File: src/rtl/mac_serial_sequencer.sv
// Pin-level sequencer for the 8x8 MAC core. It takes in two serial operands and launches the MAC.
// It then waits for the MAC to finish and streams the result plus carry back out, LSB first.
module mac_serial_sequencer #(
    parameter int OP_WIDTH  = 8,
    parameter int RES_WIDTH = 20,
    parameter int TIMEOUT   = 255
) (
    input  logic                 clk,
    input  logic                 reset_n,
    input  logic                 start,
    input  logic                 ser_a,
    input  logic                 ser_b,
    input  logic                 mac_finish,
    input  logic [RES_WIDTH-1:0] mac_result,
    input  logic                 mac_carry,
    output logic [OP_WIDTH-1:0]  op_a,
    output logic [OP_WIDTH-1:0]  op_b,
    output logic                 mac_start,
    output logic                 in_done,
    output logic                 ser_out,
    output logic                 out_valid,
    output logic                 out_done,
    output logic                 busy,
    output logic                 err,
    output logic [2:0]           dbg_state
);

    typedef enum logic [2:0] {
        S_IDLE      = 3'd0,
        S_SHIFT_IN  = 3'd1,
        S_LAUNCH    = 3'd2,
        S_WAIT      = 3'd3,
        S_SHIFT_OUT = 3'd4,
        S_DONE      = 3'd5
    } state_t;

    localparam int OUT_LEN = RES_WIDTH + 1;
    localparam int MAX_AB  = (OP_WIDTH > OUT_LEN) ? OP_WIDTH : OUT_LEN;
    localparam int CNT_MAX = (MAX_AB > TIMEOUT) ? MAX_AB : TIMEOUT;
    localparam int CNT_W   = $clog2(CNT_MAX + 1);

    localparam logic [CNT_W-1:0] IN_LAST  = CNT_W'(OP_WIDTH - 1);
    localparam logic [CNT_W-1:0] OUT_LAST = CNT_W'(OUT_LEN);
    localparam logic [CNT_W-1:0] TMO_LAST = CNT_W'(TIMEOUT - 1);
    localparam logic [CNT_W-1:0] CNT_ONE  = CNT_W'(1);

    state_t             state;
    logic [CNT_W-1:0]   cnt;
    logic [RES_WIDTH:0] res_sr;

    assign dbg_state = state;

    // Output stream: ser_out is meaningful only while out_valid is high. There is no
    // backpressure: the consumer must take one bit per cycle, and out_done follows the last bit.
    always_ff @(posedge clk) begin
        if (!reset_n) begin
            state     <= S_IDLE;
            cnt       <= '0;
            res_sr    <= '0;
            op_a      <= '0;
            op_b      <= '0;
            mac_start <= 1'b0;
            in_done   <= 1'b0;
            ser_out   <= 1'b0;
            out_valid <= 1'b0;
            out_done  <= 1'b0;
            busy      <= 1'b0;
            err       <= 1'b0;
        end else begin
            mac_start <= 1'b0;
            in_done   <= 1'b0;
            out_done  <= 1'b0;
            ser_out   <= 1'b0;
            out_valid <= 1'b0;
            case (state)
                S_IDLE: begin
                    if (start) begin
                        state <= S_SHIFT_IN;
                        cnt   <= '0;
                        err   <= 1'b0;
                        busy  <= 1'b1;
                    end
                end
                S_SHIFT_IN: begin
                    op_a <= {op_a[OP_WIDTH-2:0], ser_a};
                    op_b <= {op_b[OP_WIDTH-2:0], ser_b};
                    if (cnt == IN_LAST) begin
                        state     <= S_LAUNCH;
                        mac_start <= 1'b1;
                        in_done   <= 1'b1;
                        cnt       <= '0;
                    end else begin
                        cnt <= cnt + CNT_ONE;
                    end
                end
                S_LAUNCH: begin
                    state <= S_WAIT;
                    cnt   <= '0;
                end
                S_WAIT: begin
                    // Finish takes priority over a timeout landing on the same edge.
                    if (mac_finish) begin
                        state     <= S_SHIFT_OUT;
                        res_sr    <= {1'b0, mac_carry, mac_result[RES_WIDTH-1:1]};
                        ser_out   <= mac_result[0];
                        out_valid <= 1'b1;
                        cnt       <= CNT_ONE;
                    end else if (cnt == TMO_LAST) begin
                        state <= S_IDLE;
                        err   <= 1'b1;
                        busy  <= 1'b0;
                        cnt   <= '0;
                    end else begin
                        cnt <= cnt + CNT_ONE;
                    end
                end
                S_SHIFT_OUT: begin
                    // cnt counts bits already presented; bit 0 went out on the capture edge.
                    if (cnt == OUT_LAST) begin
                        state    <= S_DONE;
                        out_done <= 1'b1;
                        cnt      <= '0;
                    end else begin
                        ser_out   <= res_sr[0];
                        out_valid <= 1'b1;
                        res_sr    <= {1'b0, res_sr[RES_WIDTH:1]};
                        cnt       <= cnt + CNT_ONE;
                    end
                end
                S_DONE: begin
                    state <= S_IDLE;
                    busy  <= 1'b0;
                    cnt   <= '0;
                end
                default: begin
                    state <= S_IDLE;
                    busy  <= 1'b0;
                    cnt   <= '0;
                end
            endcase
        end
    end

endmodule

File: config.mk
export PLATFORM = sky130hd
export DESIGN_NAME = mac_serial_sequencer
export DESIGN_NICKNAME = d
export VERILOG_FILES = /design/src/rtl/mac_serial_sequencer.sv
export SDC_FILE = /design/constraint.sdc
export NUM_CORES = 1
export LEC_CHECK = 0
export ABC_AREA = 1
export CORE_AREA = 2 2 104 106
export CTS_CLUSTER_SIZE = 10
export DETAILED_ROUTE_END_ITERATION = 6
export DIE_AREA = 0 0 106 108
export GPL_ROUTABILITY_DRIVEN = 1
export PLACE_DENSITY = 0.48
export SKIP_LAST_GASP = 1
export SLEW_MARGIN = 40
export SYNTH_ARGS = -nofsm -noshare
export SYNTH_HDL_FRONTEND = slang
export SYNTH_SLANG_ARGS = --single-unit
File: constraint.sdc
create_clock -name clk -period 2.2 [get_ports clk]
set_clock_uncertainty 0.2 [all_clocks]
set_input_delay 0.44 -clock clk [delete_from_list [all_inputs] [get_ports clk]]
set_output_delay 0.44 -clock clk [all_outputs]
set_load 0.02 [all_outputs]
Word level (Yosys, flattened, before mapping):

Cells that the tools add are included.

* register bits: 54
* input port bits: 27
* output and inout bits: 26

* $add $sub $neg: 1
* eq/ne operators: 15
* mux-type cells: 31
* bitwise logic cells: 1
* reduce and logical (&&, ||, !) cells: 10

Operators by type and width (count)
* 21-bit two-way mux: 2
* 21-bit one-hot mux with 2 select lines: 1
* 8-bit two-way mux: 5
* 8-bit one-hot mux with 4 select lines: 1
* 3-bit two-way mux: 5
* 3-bit one-hot mux with 5 select lines: 1
* 2-bit != test (second input constant): 7
* 1-bit two-way mux: 12
* 4-bit AND reduction: 3
* 8-bit by 1-bit adder with 8-bit output (second input constant): 1
* 8-bit by 3-bit == test with 1-bit output (second input constant): 1
* 8-bit by 5-bit == test with 1-bit output (second input constant): 1
* 8-bit == test (second input constant): 1
* 3-bit by 2-bit == test with 1-bit output (second input constant): 2
* 1-bit one-hot mux with 2 select lines: 3
* 2-bit AND reduction: 2
* 2-bit nonzero test: 2
* 3-bit by 1-bit == test with 1-bit output (second input constant): 1
* 3-bit == test (second input constant): 1
* 3-bit zero test: 1
* 3-bit != test (second input constant): 1
* 1-bit one-hot mux with 3 select lines: 1
* 3-bit AND reduction: 1
* 3-bit OR reduction: 1
* 1-bit NOT: 1

Longest topological paths before layout:

* depth in word-level cells: 4
* depth in mapped cells: 12
* gate-level depth less buffers: 11

Least setup slack after synthesis:

OpenSTA, ideal clock, no wires.

* path type: reg2reg
* start: reg state[0], in the netlist dbg_state[0]
* end: reg res_sr[11]
* library setup time: 114 ps
* arrival: 1398 ps
* required time: 1886 ps
* setup slack: 488 ps
* cell stages (with the launch flop): 10
* path buffers: 2
* path through: dfxtp_1 -> nand2_1 -> nor2_4 -> nand2_2 -> nand2_2 -> buf_6 -> buf_8 -> nand3_2 -> nand2_1 -> nor2_2

* longest elaborated chain between the ends: 3

RTL lines
* start: declaration: RTL line 47 `state_t state;`
* start signal: assignment: RTL line 57 `state <= S_IDLE;`
* start signal: assignment: RTL line 78 `state <= S_SHIFT_IN;`
* start signal: assignment: RTL line 88 `state <= S_LAUNCH;`
* 3-bit == test / 3-bit by 2-bit == test with 1-bit output (equally long branches): RTL line 75 `case (state)`
* 2-bit != test (no source line) / 2-bit nonzero test (equally long branches)
* 3-bit AND reduction (no source line)
* end signal: assignment: RTL line 104 `res_sr <= {1'b0, mac_carry, mac_result[RES_WIDTH-1:1]};`
* end signal: assignment: RTL line 126 `res_sr <= {1'b0, res_sr[RES_WIDTH:1]};`
* end: declaration: RTL line 49 `logic [RES_WIDTH:0] res_sr;`

Parallel ways exist; a longest one is shown, timed or not.
A chain may end at the register's enable or synchronous reset.

Final worst setup path:

* start: reg state[2], in the netlist dbg_state[2]
* end: out dbg_state[2]

RTL lines
* end: declaration: RTL line 25 `output logic [2:0] dbg_state`

No word-level cell between the ends.

==> qor.yml <==
grt_overflow: 0
grt_pass1_vias: 2094
cts_tree: "built"
num_rows: 37
fin_area_sq_um: 3250
cts_resized: 0
clock_sinks: 53
critical_path_arrival_ps: 1470
root_buffer: "clkbuf_8"
synth.yosys.seq_area_share: 0.421
drt_wl_total_microns: 6160
pin_count: 53
start_util: 0.246
synth_cells: 359
fin_crit_sh: 0.958
die-height_microns: 108
dr.pass1.iters: 4
relSlewSlack: 0.812
path_cells: "clkdlybuf4s50_1"
synth_area_leaders: "dfxtp_1, nand2_1, nor2_1, a21oi_1, nand3_1"
htree_num_levels: 2
cts_setup_buffers: 0
areaGrowthSynthToFinish_pct: 29.0
core_sq_um: 10200
ys_ff_latch: 53
yosysUniqueCellTypes: 28
async_reset_ff_frac: 0
ant_nets: 0
ys_warn_count: 0
rsz0062_at_grt: "false"
final_common_cell: "nand2_1"
antenna_found_initial: 0
dieArea_sq_um: 11400
max_freq_mhz: 474
cp_slowest_cell: "clkdlybuf4s50_1"
rr_endpoint: "dbg_state[0]"
setup_viol: 0
tns_ps: 0
critPathCapture: "dbg_state[2]"
gp_congestion: 0.771
path_class: "flip-flop to output pin"
synth_top_area_share: 0.421
hpwl_microns: 4410
grt_pass1_wl_microns: 10400
synth_nets: 389
hold_path.class: "flip-flop to flip-flop"
p_leak_nw: 1.19
track_usage: 0.113
synth_top_area_cell: "dfxtp_1"
reg2reg_slack_ps: 270
synth_edf_count: 0
vias_per_cell: 4.22
drive_gt1_frac: 0.125
cts.path.max_buffers: 2
final_util: 0.318
drt_iter0_markers: 99
vias: 2297
layout.nets: 439
crit_buf_inv: 1
worstSetupStartpointType: "flip-flop"
avgSynthCellArea_sq_um: 7.02
slew_viol_final: 0
grt_max_degree: 39
cp_top_family: "buffers and inverters"
drc: 0
critical_path.max_stage_delay_ps: 680
num_antenna_cells: 0
outcome: "finished clean"
r2r_start: "cnt[0]"
cts_buffers: 5
worst_skew_pair.late_latency_ps: 300
cts_hold_buf: 0
final_cell_mix: "nand2_1, dfxtp_1, clkdlybuf4s50_1"
die_w_microns: 106
place_area_sq_um: 3180
peakVddDrop_uv: 258
endpoint_kind: "output pin"
path_max_fanout: 6
crit_required_ps: 1560
hold_ws_ps: 270
power_w: 0.00249
setup.worst_path.start: "dbg_state[2]"
hold_viol_final: 0
min_period_ps: 2110
critical_path_depth: 1
rr_worst_depth: 9
ys.flop_type: "dfxtp_1"
p_per_area_nw_per_um2: 765
io_buffer_count: 52
worst_pin_slew_ps: 282
syn_area_sq_um: 2520
clk_pin_slew_worst_paths_ps: 90
max_cap_viol_count: 0
post_drt_wl_per_cell_microns: 11.3
==> routing by layer <==
metal  share of wire  GRT usage  vias to the layer above
met5               0          0                        -
met4           0.015     0.0395                        0
met3           0.031     0.0211                        5
met2            0.46      0.176                       35
met1            0.50      0.156                     1029
li1                -          -                     1228
==> metrics by stage <==
stage	worst slack (ps)	instances
CTS	66.3	544
finish	91.6	544
global placement	186	538
floorplan	488	359
global route	0.514	544
detailed placement	157	538
==> layout make-up <==
| type | count | area, sq um |
|---|---|---|
| tap | 136 | 170 |
| timing repair buffer | 60 | 593 |
| clock buffer | 5 | 68.8 |
| multi-input combinational | 272 | 1290 |
| fill | 1104 | 6980 |
| clock inverter | 1 | 5.00 |
| inverter | 17 | 63.8 |
| sequential | 53 | 1060 |
==> registers in the layout, summed over array words and instances (netlist names), 3 cells and up <==
signal     count
cnt            8
dbg_state      3
op_a           8
op_b           8
res_sr        20
==> synthesized netlist by cell type, types with 4 or more instances <==
master / number
dfxtp_1: 53
a21oi_1: 30
inv_1: 10
nor2_1: 44
clkbuf_1: 5
nand2_2: 5
nand3_2: 10
inv_2: 6
nand3_1: 26
nor2_2: 11
nor2_4: 4
nor3_1: 4
buf_2: 6
nand2_1: 123
==> cell families after synthesis <==
group	synth area share
and+or+nand+nor	0.418
AOI/OAI and AO/OA	0.0725
xor gates and xnor gates	0.00695
DFF	0.421
adders and majority gates	0.0149
buffers and inverters	0.0670
==> power breakdown <==
part           internal, W  switching [W]  leakage [nW]
sequential         0.00105      0.0000774         0.428
combinational     0.000321       0.000532         0.722
clock             0.000210       0.000302        0.0399
total              0.00158       0.000911          1.19
==> worst min-delay path by stage <==
| stage | start | end | cells past startpoint |
|---|---|---|---|
| after floorplan | res_sr[2] | res_sr[2] | 2 |
| after global placement | op_b[7] | op_b[7] | 2 |
| after detailed placement | op_b[7] | op_b[7] | 2 |
| after CTS | op_b[7] | op_b[7] | 2 |
| after global routing | op_b[7] | op_b[7] | 2 |
| final | op_b[7] | op_b[7] | 2 |
Power figures use the tool's default switching activity.
